==> src/rtl/pcr_pkg.sv <==
// Shared PCR widths, counter value type and the base/extension advance rule.
package pcr_pkg;
  localparam int PCR_BASE_W      = 33;
  localparam int PCR_EXT_W       = 9;
  localparam int PCR_EXT_MOD_DEF = 300;

  typedef struct packed {
    logic [PCR_BASE_W-1:0] base;
    logic [PCR_EXT_W-1:0]  ext;
  } pcr_val_t;

  // Out-of-range extensions also roll over so a bad value can never stick.
  function automatic pcr_val_t pcr_advance(input pcr_val_t v, input logic [PCR_EXT_W-1:0] ext_last);
    pcr_val_t r;
    r = v;
    if (v.ext >= ext_last) begin
      r.ext  = '0;
      r.base = v.base + PCR_BASE_W'(1);
    end else begin
      r.ext  = v.ext + PCR_EXT_W'(1);
    end
    return r;
  endfunction
endpackage

==> src/rtl/pcr_edge_sync.sv <==
// clk_27m synchroniser plus rising-edge pulse, gated until the chain has refilled after reset.
module pcr_edge_sync #(
  parameter int SYNC_STAGES = 2
) (
  input  logic clk_main_a,
  input  logic rst_gen,
  input  logic clk_27m,
  output logic rise
);
  logic [SYNC_STAGES-1:0] sync_q;
  logic [SYNC_STAGES:0]   vld_pipe;

  always_ff @(posedge clk_main_a or posedge rst_gen) begin
    if (rst_gen) begin
      sync_q   <= '0;
      vld_pipe <= '0;
    end else begin
      sync_q   <= {sync_q[SYNC_STAGES-2:0], clk_27m};
      vld_pipe <= {vld_pipe[SYNC_STAGES-1:0], 1'b1};
    end
  end

  // A high reference at release fills the chain with 1s; no edge is reported until then.
  assign rise = vld_pipe[SYNC_STAGES] & sync_q[SYNC_STAGES-2] & ~sync_q[SYNC_STAGES-1];
endmodule

==> src/rtl/pcr_timebase.sv <==
// 27 MHz PCR timebase: base/extension counter ticked by clk_27m edges or an NCO,
// with preset, tear-free snapshot and loss-of-reference detection.
module pcr_timebase
  import pcr_pkg::*;
#(
  parameter int SYNC_STAGES = 2,
  parameter int EXT_MOD     = PCR_EXT_MOD_DEF,
  parameter int NCO_W       = 32,
  parameter int LOSS_CYCLES = 64
) (
  input  logic                  clk_main_a,
  input  logic                  rst_gen,
  input  logic                  clk_27m,
  input  logic                  src_sel,
  input  logic [NCO_W-1:0]      nco_inc,
  input  logic                  load_req,
  input  logic [PCR_BASE_W-1:0] load_base,
  input  logic [PCR_EXT_W-1:0]  load_ext,
  input  logic                  snap_req,
  output logic                  snap_valid,
  output logic [PCR_BASE_W-1:0] snap_base,
  output logic [PCR_EXT_W-1:0]  snap_ext,
  output logic [PCR_BASE_W-1:0] pcr_base_cnt,
  output logic [PCR_EXT_W-1:0]  pcr_ext_cnt,
  output logic                  tick,
  output logic                  clk_27m_lost
);
  localparam logic [PCR_EXT_W-1:0] EXT_LAST  = PCR_EXT_W'(EXT_MOD - 1);
  localparam logic [PCR_EXT_W-1:0] EXT_LIMIT = PCR_EXT_W'(EXT_MOD);
  localparam int                   LOSS_W    = $clog2(LOSS_CYCLES + 1);
  localparam logic [LOSS_W-1:0]    LOSS_MAX  = LOSS_W'(LOSS_CYCLES);

  logic              edge_27m;
  logic [NCO_W-1:0]  acc, acc_sum;
  logic              nco_carry, tick_src;
  logic [LOSS_W-1:0] loss_cnt;
  pcr_val_t          cnt, snap, load_val;

  pcr_edge_sync #(.SYNC_STAGES(SYNC_STAGES)) u_edge_sync (
    .clk_main_a (clk_main_a),
    .rst_gen    (rst_gen),
    .clk_27m    (clk_27m),
    .rise       (edge_27m)
  );

  assign {nco_carry, acc_sum} = {1'b0, acc} + {1'b0, nco_inc};
  assign tick_src      = src_sel ? nco_carry : edge_27m;
  assign load_val.base = load_base;
  assign load_val.ext  = (load_ext >= EXT_LIMIT) ? '0 : load_ext;

  always_ff @(posedge clk_main_a or posedge rst_gen) begin
    if (rst_gen) begin
      acc        <= '0;
      cnt        <= '0;
      snap       <= '0;
      snap_valid <= 1'b0;
      tick       <= 1'b0;
      loss_cnt   <= '0;
    end else begin
      acc  <= src_sel ? acc_sum : '0;
      tick <= tick_src & ~load_req;
      if (load_req)      cnt <= load_val;
      else if (tick_src) cnt <= pcr_advance(cnt, EXT_LAST);
      // Snapshot takes the pre-update value so base and ext always belong together.
      snap_valid <= snap_req;
      if (snap_req) snap <= cnt;
      if (src_sel || edge_27m)     loss_cnt <= '0;
      else if (loss_cnt != LOSS_MAX) loss_cnt <= loss_cnt + LOSS_W'(1);
    end
  end

  assign pcr_base_cnt = cnt.base;
  assign pcr_ext_cnt  = cnt.ext;
  assign snap_base    = snap.base;
  assign snap_ext     = snap.ext;
  assign clk_27m_lost = (loss_cnt >= LOSS_MAX);
endmodule

==> config.mk <==
export PLATFORM = sky130hd
export DESIGN_NAME = pcr_timebase
export DESIGN_NICKNAME = d
export VERILOG_FILES = /design/src/rtl/pcr_pkg.sv /design/src/rtl/pcr_edge_sync.sv /design/src/rtl/pcr_timebase.sv
export SDC_FILE = /design/constraint.sdc
export NUM_CORES = 1
export LEC_CHECK = 0
export BUFFER_PORTS_ARGS = -buffer_cell sky130_fd_sc_hd__buf_2
export CAP_MARGIN = 10
export CORE_ASPECT_RATIO = 2
export CORE_MARGIN = 10
export CORE_UTILIZATION = 50
export CTS_BUF_LIST = sky130_fd_sc_hd__clkbuf_4 sky130_fd_sc_hd__clkbuf_8 sky130_fd_sc_hd__clkbuf_16
export DETAILED_ROUTE_END_ITERATION = 16
export GPL_ROUTABILITY_DRIVEN = 0
export GPL_TIMING_DRIVEN = 0
export PLACE_DENSITY = 0.78
export SETUP_SLACK_MARGIN = 0.15
export SLEW_MARGIN = 20
export SYNTH_ARGS = -nofsm -noshare
export SYNTH_HDL_FRONTEND = slang
export SYNTH_SLANG_ARGS = --single-unit
==> constraint.sdc <==
create_clock -name clk_main_a -period 3.89 [get_ports clk_main_a]
set_input_delay 0.1945 -clock clk_main_a [delete_from_list [all_inputs] [get_ports clk_main_a]]
set_output_delay 0.1945 -clock clk_main_a [all_outputs]
set_load 0.05 [all_outputs]
---- Word-level counts from Yosys, hierarchy flattened ----
Cells that the tools add are included.
storage, ports and cells
  register bits after elaboration ......... 130
  latch bits .............................. 0
  bits in writable memories ............... 0
  ROM bits ................................ 0
  bits of input ports ..................... 80
  output and inout bits ................... 87
  logic and storage cells ................. 37
  memories kept ........................... 0
cells by class
  $add $sub $neg .......................... 4
  $mul .................................... 0
  div/mod/pow operators ................... 0
  order comparisons ....................... 3
  equality and inequality tests ........... 1
  shift-type cells ........................ 0
  mux-type cells .......................... 9
  bitwise operators ....................... 5
  reductions and logical operators ........ 5
operators with widths
  operator                                                         number
  42-bit two-way mux                                               2
  32-bit by 32-bit adder with 33-bit output                        1
  33-bit by 1-bit adder with 33-bit output, second input constant  1
  33-bit two-way mux                                               1
  32-bit two-way mux                                               1
  9-bit >= comparator, second input constant                       2
  9-bit two-way mux                                                2
  7-bit two-way mux                                                2
  9-bit by 1-bit adder with 9-bit output, second input constant    1
  7-bit by 1-bit adder with 7-bit output, second input constant    1
  7-bit >= comparator, second input constant                       1
  7-bit inequality test, second input constant                     1
  2-bit nonzero test                                               3
  1-bit bitwise AND                                                3
  1-bit NOT                                                        2
  2-bit AND reduction                                              1
  1-bit logical OR                                                 1
  1-bit two-way mux                                                1

---- Depth between registers and ports, before layout ----
Gate-level depths: netlist of run 1.
  depth in word-level cells ............... 5
  gate-level depth with buffers ........... 12
  gate-level depth less buffers ........... 10

---- Cells and area by module ----
Synthesis of run 1 repeated with hierarchy kept, for this count alone.
second synthesis, totals
  cells, all modules ...................... 738
  area total of the unflattened synthesis .. 7378.3 sq um
by module, submodules not included
  module         instances  cells an instance  area each (sq um)  seq. area each (sq um)
  pcr_timebase   1          730                7236.9             3128.0
  pcr_edge_sync  1          8                  141.4              125.1

---- Least setup slack after synthesis of run 1 ----
OpenSTA, ideal clock, no wires.
  path type ............................... register to register
  from .................................... register acc[0]
  to ...................................... register cnt (netlist bit pcr_base_cnt[19])
  setup time .............................. 0.125 ns
  arrival time ............................ 2.734 ns
  required time ........................... 3.765 ns
  path slack .............................. 1.031 ns
  cell stages (with the launch flop) ...... 11
  path buffers ............................ 0
  clock period less this slack ............ 2.859 ns
  path through ............................ dfrtp_1 ha_1 fa_1 a211oi_2 o21ai_1 a211oi_2 o41ai_4 a31oi_2 and4bb_2 xor2_1 mux2_2
between the ends
  cells in the longest elaborated chain, start to end .. 4
RTL lines
  item                                       line                RTL
  start, declared                            pcr_timebase.sv:34  logic [NCO_W-1:0] acc, acc_sum;
  start signal, assigned                     pcr_timebase.sv:60  acc <= src_sel ? acc_sum : '0;
  32-bit by 32-bit adder with 33-bit output  pcr_timebase.sv:46  assign {nco_carry, acc_sum} = {1'b0, acc} + {1'b0, nco_inc};
  1-bit two-way mux                          pcr_timebase.sv:47  assign tick_src = src_sel ? nco_carry : edge_27m;
  2-bit nonzero test (no source line)        n/a
  2-bit AND reduction (no source line)       n/a
  end signal, assigned                       pcr_timebase.sv:62  if (load_req) cnt <= load_val;
  end signal, assigned                       pcr_timebase.sv:63  else if (tick_src) cnt <= pcr_advance(cnt, EXT_LAST);
  end, declared                              pcr_timebase.sv:37  pcr_val_t cnt, snap, load_val;
No other way between the ends.
A chain may end at the register's enable or synchronous reset.

---- Worst setup path in the final report of run 1 ----
  from .................................... register acc[0]
  to ...................................... register cnt (netlist bit pcr_ext_cnt[6])
between the ends
  cells in the longest elaborated chain, start to end .. 3
RTL lines
  item                                       line
  32-bit by 32-bit adder with 33-bit output  pcr_timebase.sv:46
  1-bit two-way mux                          pcr_timebase.sv:47
  2-bit nonzero test (no source line)        n/a
No other way between the ends.

==> flow_summary.ini, run 1 <==
[outcome]
status = finished, final reports clean

[die]
die_h_microns = 192.1
boundaryPins = 167
die_area_sq_mm = 0.02038
initial_core_util_pct = 51.34
core_sq_mm = 0.01443
die_w_microns = 106.1
rows = 62

[synth]
synth_nets = 865
netlist_top_cells_area = dfrtp_1, mux2_2, ha_1
yosysUniqueCellTypes = 66
yosys.area.top_type = dfrtp_1
yosysSeqAreaShare_pct = 43.91
synthArstFlopShare_pct = 100.0
netlist_instances = 748
ys_ff_latch = 130
synth_top_area_share_pct = 43.91
syn_area_per_cell_sq_um = 9.904
synth_edf_count = 0
syn_area_sq_mm = 0.007408
yosysWarnings = 0
dominantRegCellSynth = dfrtp_1

[pwr]
cellLeakagePower_nw = 4.441
power_density_mw_per_mm2 = 642.8
report.power.total_mw = 6.109
max-vdd-ir-drop_mv = 0.4434

[timing]
finalSetupViolCount = 0
hold_viol_final = 0
rsz0062_at_grt = false
slew_viol_final = 0
worst_slew_pin_slew_ns = 1.067
relSlewSlack_pct = 28.29
clock_skew_ns = 0.01071
finalCritPeriodShare_pct = 89.02
fin_crit_ns = 3.463
setup_tns_ns = 0
max_freq_mhz = 288.8

[place]
hpwl_microns = 16930
numPortBuffers = 166
dpl_cell_area_sq_mm = 0.008514

[finish]
nets = 1081
fin_area_sq_mm = 0.009503
antennaDiodeCount = 0
layout-drive-gt1-share_pct = 28.07
area_growth_syn_to_layout_pct = 28.27
nFillCells = 1183

[setup_path]
critPathLaunchType = flop
cpMaxStageDelayCell = fa_1
r2r_cells = 11
r2r_slack_ns = 0.43
crit_fanout = 10
path_cells = ha_1 -> fa_1 -> a211oi_2 -> o21ai_1 -> a211oi_4 -> o41ai_4 -> a31oi_2 -> nor2b_1 -> clkbuf_1 -> nor2_1 -> o21a_1
end_kind = flop
max_stage_delay_ns = 0.45
critPathBufInv = 1
critPathRequiredTime_ns = 4.20
crit_type = reg -> reg
worstReg2RegStart = acc[0]
cp_data_arrival_time_ns = 3.77
crit_family = compound AO/OA/AOI/OAI gates
rr_endpoint = pcr_ext_cnt[6]

[clock_tree]
numClockSinks = 130
clockBufferDepth = 2
clock_latency_ns = 0.42
cts_setup_buffers = 0
clkSlewWorstSetupHoldPaths_ns = 0.06
h-tree-depth = 4
cts_root_buffer = clkbuf_16
cts_tree = yes
cts_buffers = 17

[global_routing]
grt-ovfl-total = 0
grt_antenna_before_repair = 0
grt_pass1_wl_microns = 36060
grt.total_usage_pct = 22.30
grt_pass1_vias = 7273
grt_max_degree = 89

[drt]
wl_per_cell_microns = 19.12
drc_errors = 0
drt_iter0_drc = 254
first_pass_iters = 4
ant_nets = 0
vias = 6559
totalWireLength_microns = 22330
post_drt_via_cell_ratio = 5.616

[worst_hold_path]
min_to = pcr_base_cnt[25]
hp-class = in -> reg
whs_path_depth = 3
hold_start = load_base[25]

[flow_run]
max-cap-violations = 0
## flip-flops by register name (all words and copies together), names as in the netlist
signal	count
acc	32
loss_cnt	7
pcr_base_cnt	33
pcr_ext_cnt	9
snap_base	33
snap_ext	9
snap_valid	1
tick	1
u_edge_sync.sync_q	2
u_edge_sync.vld_pipe	3
## power breakdown
part / internal [mW] / total, mW / switching (mW)
clock: 1.24 / 1.86 / 0.619
sequential: 1.62 / 1.78 / 0.162
combinational: 0.884 / 2.48 / 1.59
total: 3.74 / 6.11 / 2.37
## layout make-up
cell class / instances / area (sq um) / area share (%)
Sequential cell: 130 / 3253 / 34.23
Tap cell: 192 / 240.2 / 2.528
Buffer: 36 / 153.9 / 1.619
Clock inverter: 12 / 227.7 / 2.396
Inverter: 20 / 82.58 / 0.8690
Clock buffer: 19 / 452.9 / 4.766
Timing Repair Buffer: 197 / 1159 / 12.19
Multi-Input combinational cell: 562 / 3934 / 41.40
## worst register-to-register path, stage by stage (launching register included)
cell and delay (ns):
dfrtp_1 0.36, ha_1 0.21, fa_1 0.45, a211oi_2 0.27, o21ai_1 0.19, a211oi_4 0.40
o41ai_4 0.18, a31oi_2 0.44, nor2b_1 0.20, clkbuf_1 0.38, nor2_1 0.11, o21a_1 0.18
## stage by stage
| stage | hold slack, ns | setup slack (ns) | utilization, % | std cells |
|---|---|---|---|---|
| 2_1_floorplan | 0.2259 | 0.2262 | - | 748 |
| 3_3_place_gp | 0.3147 | -1.469 | 58.77 | 1106 |
| 3_5_place_dp | 0.2127 | 0.3590 | 59.01 | 1107 |
| 4_1_cts | 0.01133 | 0.3312 | 65.81 | 1168 |
| 5_1_grt | 0.03632 | 0.2200 | 65.86 | 1168 |
| 6_report | 0.02759 | 0.4270 | 65.86 | 1168 |
## per-layer routing
metal / global-route usage [%] / vias to the layer above / wire, microns
met5: 0 / - / 0
met4: 12.88 / 0 / 920
met3: 6.009 / 70 / 1256
met2: 42.97 / 224 / 12710
met1: 19.98 / 3160 / 7442
li1: - / 3105 / -
## logic make-up after synthesis
family / count (synthesis) / synth area share (%)
and+or+nand+nor: 245 / 17.18
AOI/OAI and AO/OA: 170 / 14.85
DFF: 130 / 43.91
buffers and inverters: 56 / 3.091
xor gates and xnor gates: 55 / 6.502
muxes: 54 / 8.073
adders and majority gates: 37 / 6.350
other: 1 / 0.05062
## Yosys cell counts (3+ instances only)
cell	instances
nand2b_1	9
xnor2_1	42
nand4_1	12
o21bai_1	7
a21oi_1	47
nor2_1	68
buf_2	3
and3_1	9
or3_1	4
dfrtp_1	130
nor4_2	11
inv_1	19
nor4_1	3
mux2_2	46
o21ai_0	18
a31oi_1	3
a221oi_1	4
ha_1	36
mux2i_1	8
o21ai_1	31
nand2_1	73
and4_1	3
nand3_1	19
xor2_1	13
and2_1	3
nor3_1	12
o21a_1	7
nor2b_1	4
a21o_1	19
a211oi_1	5
clkbuf_1	31
## timing repair
item,in CTS,in global routing
hold buffers,30,0
endpoints found under the hold margin,71,0
gates resized for setup,0,1
endpoints found under the setup margin,0,3
## layout by cell type, fill, tap and decap left out, types with 18 or more instances in the layout
cell	synthesis	routed
ha_1	36	36
a21oi_1	47	47
a21o_1	19	19
o21ai_0	18	18
inv_1	19	18
dlygate4sd3_1	0	30
mux2_2	46	46
nand3_1	19	19
o21ai_1	31	31
xnor2_1	42	42
dfrtp_1	130	130
buf_2	3	169
nor2_1	68	68
clkbuf_1	31	31
nand2_1	73	73
## worst max path at each step
stage / start / to / slack [ns] / depth (start not counted)
final: acc[0] / pcr_ext_cnt[6] / 0.43 / 11
after global placement: rst_gen / snap_base[6] / -1.47 / 2
after detailed placement: acc[0] / pcr_ext_cnt[6] / 0.36 / 11
after floorplan: rst_gen / acc[0] / 0.23 / 1
after CTS: acc[0] / pcr_ext_cnt[6] / 0.33 / 11
after global routing: acc[0] / pcr_ext_cnt[2] / 0.22 / 11
Power figures use the tool's default switching activity.
==> run 2, diff against run 1 <==
Settings changed: REMOVE_ABC_BUFFERS set to 1.
==> flow_summary.ini, run 2 (synthesis results as in run 1) <==
[setup_path]
end_kind = flop
worstSetupEndpoint = pcr_base_cnt[19]
rr_endpoint = pcr_base_cnt[19]
critPathRequiredTime_ns = 4.19
worstReg2RegStart = acc[0]
crit_type = reg -> reg
cp_data_arrival_time_ns = 3.69
startpoint = acc[0]
r2r_slack_ns = 0.50
crit_fanout = 24
r2r_cells = 12
critPathLaunchType = flop

[clock_tree]
clkSlewWorstSetupHoldPaths_ns = 0.06
h-tree-depth = 4
clock_latency_ns = 0.42
clockBufferDepth = 2
cts_root_buffer = clkbuf_16
numClockSinks = 130
cts_tree = yes
cts_buffers = 17

[drt]
ant_nets = 0
wl_per_cell_microns = 18.67
drt_iter0_drc = 222
drc_errors = 0
vias = 6441
post_drt_via_cell_ratio = 5.675
first_pass_iters = 5
totalWireLength_microns = 21190

[die]
die_w_microns = 106.1
die_area_sq_mm = 0.02038
initial_core_util_pct = 51.34
boundaryPins = 167
core_sq_mm = 0.01443
rows = 62
die_h_microns = 192.1

[pwr]
power_density_mw_per_mm2 = 637.5
max-vdd-ir-drop_mv = 0.4105
cellLeakagePower_nw = 4.374
report.power.total_mw = 5.971

[timing]
hold_viol_final = 0
fin_crit_ns = 3.393
worst_slew_pin_slew_ns = 1.066
finalCritPeriodShare_pct = 87.23
rsz0062_at_grt = false
setup_tns_ns = 0
finalSetupViolCount = 0
slew_viol_final = 0
setup_ws_ns = 0.4967
relSlewSlack_pct = 28.93
clock_skew_ns = 0.009728
hold_slack_ns = 0.01457
max_freq_mhz = 294.7

[global_routing]
grt-ovfl-total = 0
grt_pass1_wl_microns = 34220
grt_pass1_vias = 6833
grt.total_usage_pct = 20.93
grt_antenna_before_repair = 2
grt_max_degree = 79

[finish]
layout_commonest_cell = buf_2
layout-drive-gt1-share_pct = 29.33
nets = 1046
area_growth_syn_to_layout_pct = 26.41
mostFrequentLayoutCells = buf_2, dfrtp_1, nand2_1

[flow_run]
max-cap-violations = 0

[place]
hpwl_microns = 15130
numPortBuffers = 166
post-place-ws_ns = 0.08635

[outcome]
status = finished, final reports clean

[worst_hold_path]
hp-class = in -> reg
run 2: cell count changes in the layout (fill, tap and decap cells not counted), sizes merged:
cell and change:
dlygate4sd3 -4, clkbuf -33, bufinv -1, diode +2
clkinvlp +3
run 2: worst min-delay path by stage:
stage / cells past startpoint / slack (ns) / endpoint / from
floorplan: 0 / 0.23 / snap_valid / snap_req
global placement: 1 / 0.31 / u_edge_sync.sync_q[0] / clk_27m
detailed placement: 2 / 0.24 / snap_base[20] / rst_gen
CTS: 3 / 0.0001 / pcr_base_cnt[14] / load_base[14]
global route: 2 / 0.02 / pcr_base_cnt[31] / load_base[31]
finish: 3 / 0.01 / pcr_base_cnt[17] / load_base[17]
run 2: timing repair:
item	CTS	global route
hold buffers	26	0
buffers inserted	3	0
gates resized for setup	1	0
setup endpoints to repair	6	0
endpoints found under the hold margin	77	0
run 2: cell type report:
cell class	instances	area, sq um
Timing Repair Buffer	198	1195
Sequential cell	130	3253
Fill cell	1208	5064
Clock inverter	14	212.7
Inverter	20	82.58
Clock buffer	17	425.4
Tap cell	192	240.2
Antenna cell	2	5.005
Multi-Input combinational cell	562	3951
run 2: through the flow:
step	util, %	area [sq um]	cells
after CTS	64.87	9360	1133
after detailed placement	58.39	8424	1073
final	64.91	9365	1135
after floorplan	-	7254	712
after global placement	57.70	8325	1070
after global routing	64.91	9365	1135
run 2: routing by layer:
| layer | share of wire [%] | global-route usage, % | up-vias | routed length [microns] |
|---|---|---|---|---|
| met5 | 0 | 0 | - | 0 |
| met4 | 3.5 | 10.73 | 0 | 744 |
| met3 | 5.5 | 5.774 | 46 | 1157 |
| met2 | 56 | 39.65 | 209 | 11890 |
| met1 | 35 | 19.78 | 3150 | 7399 |
| li1 | - | - | 3036 | - |
run 2: power breakdown:
part,leakage [nW],internal (mW),total (mW),switching (mW)
Clock,0.301,1.13,1.76,0.628
Combinational,2.45,0.897,2.44,1.54
Sequential,1.62,1.61,1.77,0.160
run 2: worst max-delay path, cell delays in order, from the launching register on:
cell and delay, ns:
dfrtp_1 0.37, ha_1 0.21, fa_1 0.44, a211oi_2 0.26
o21ai_1 0.14, a211oi_2 0.43, o41ai_4 0.21, a31oi_4 0.24
buf_12 0.15, buf_16 0.17, and4bb_2 0.25, xor2_1 0.13
mux2_2 0.26
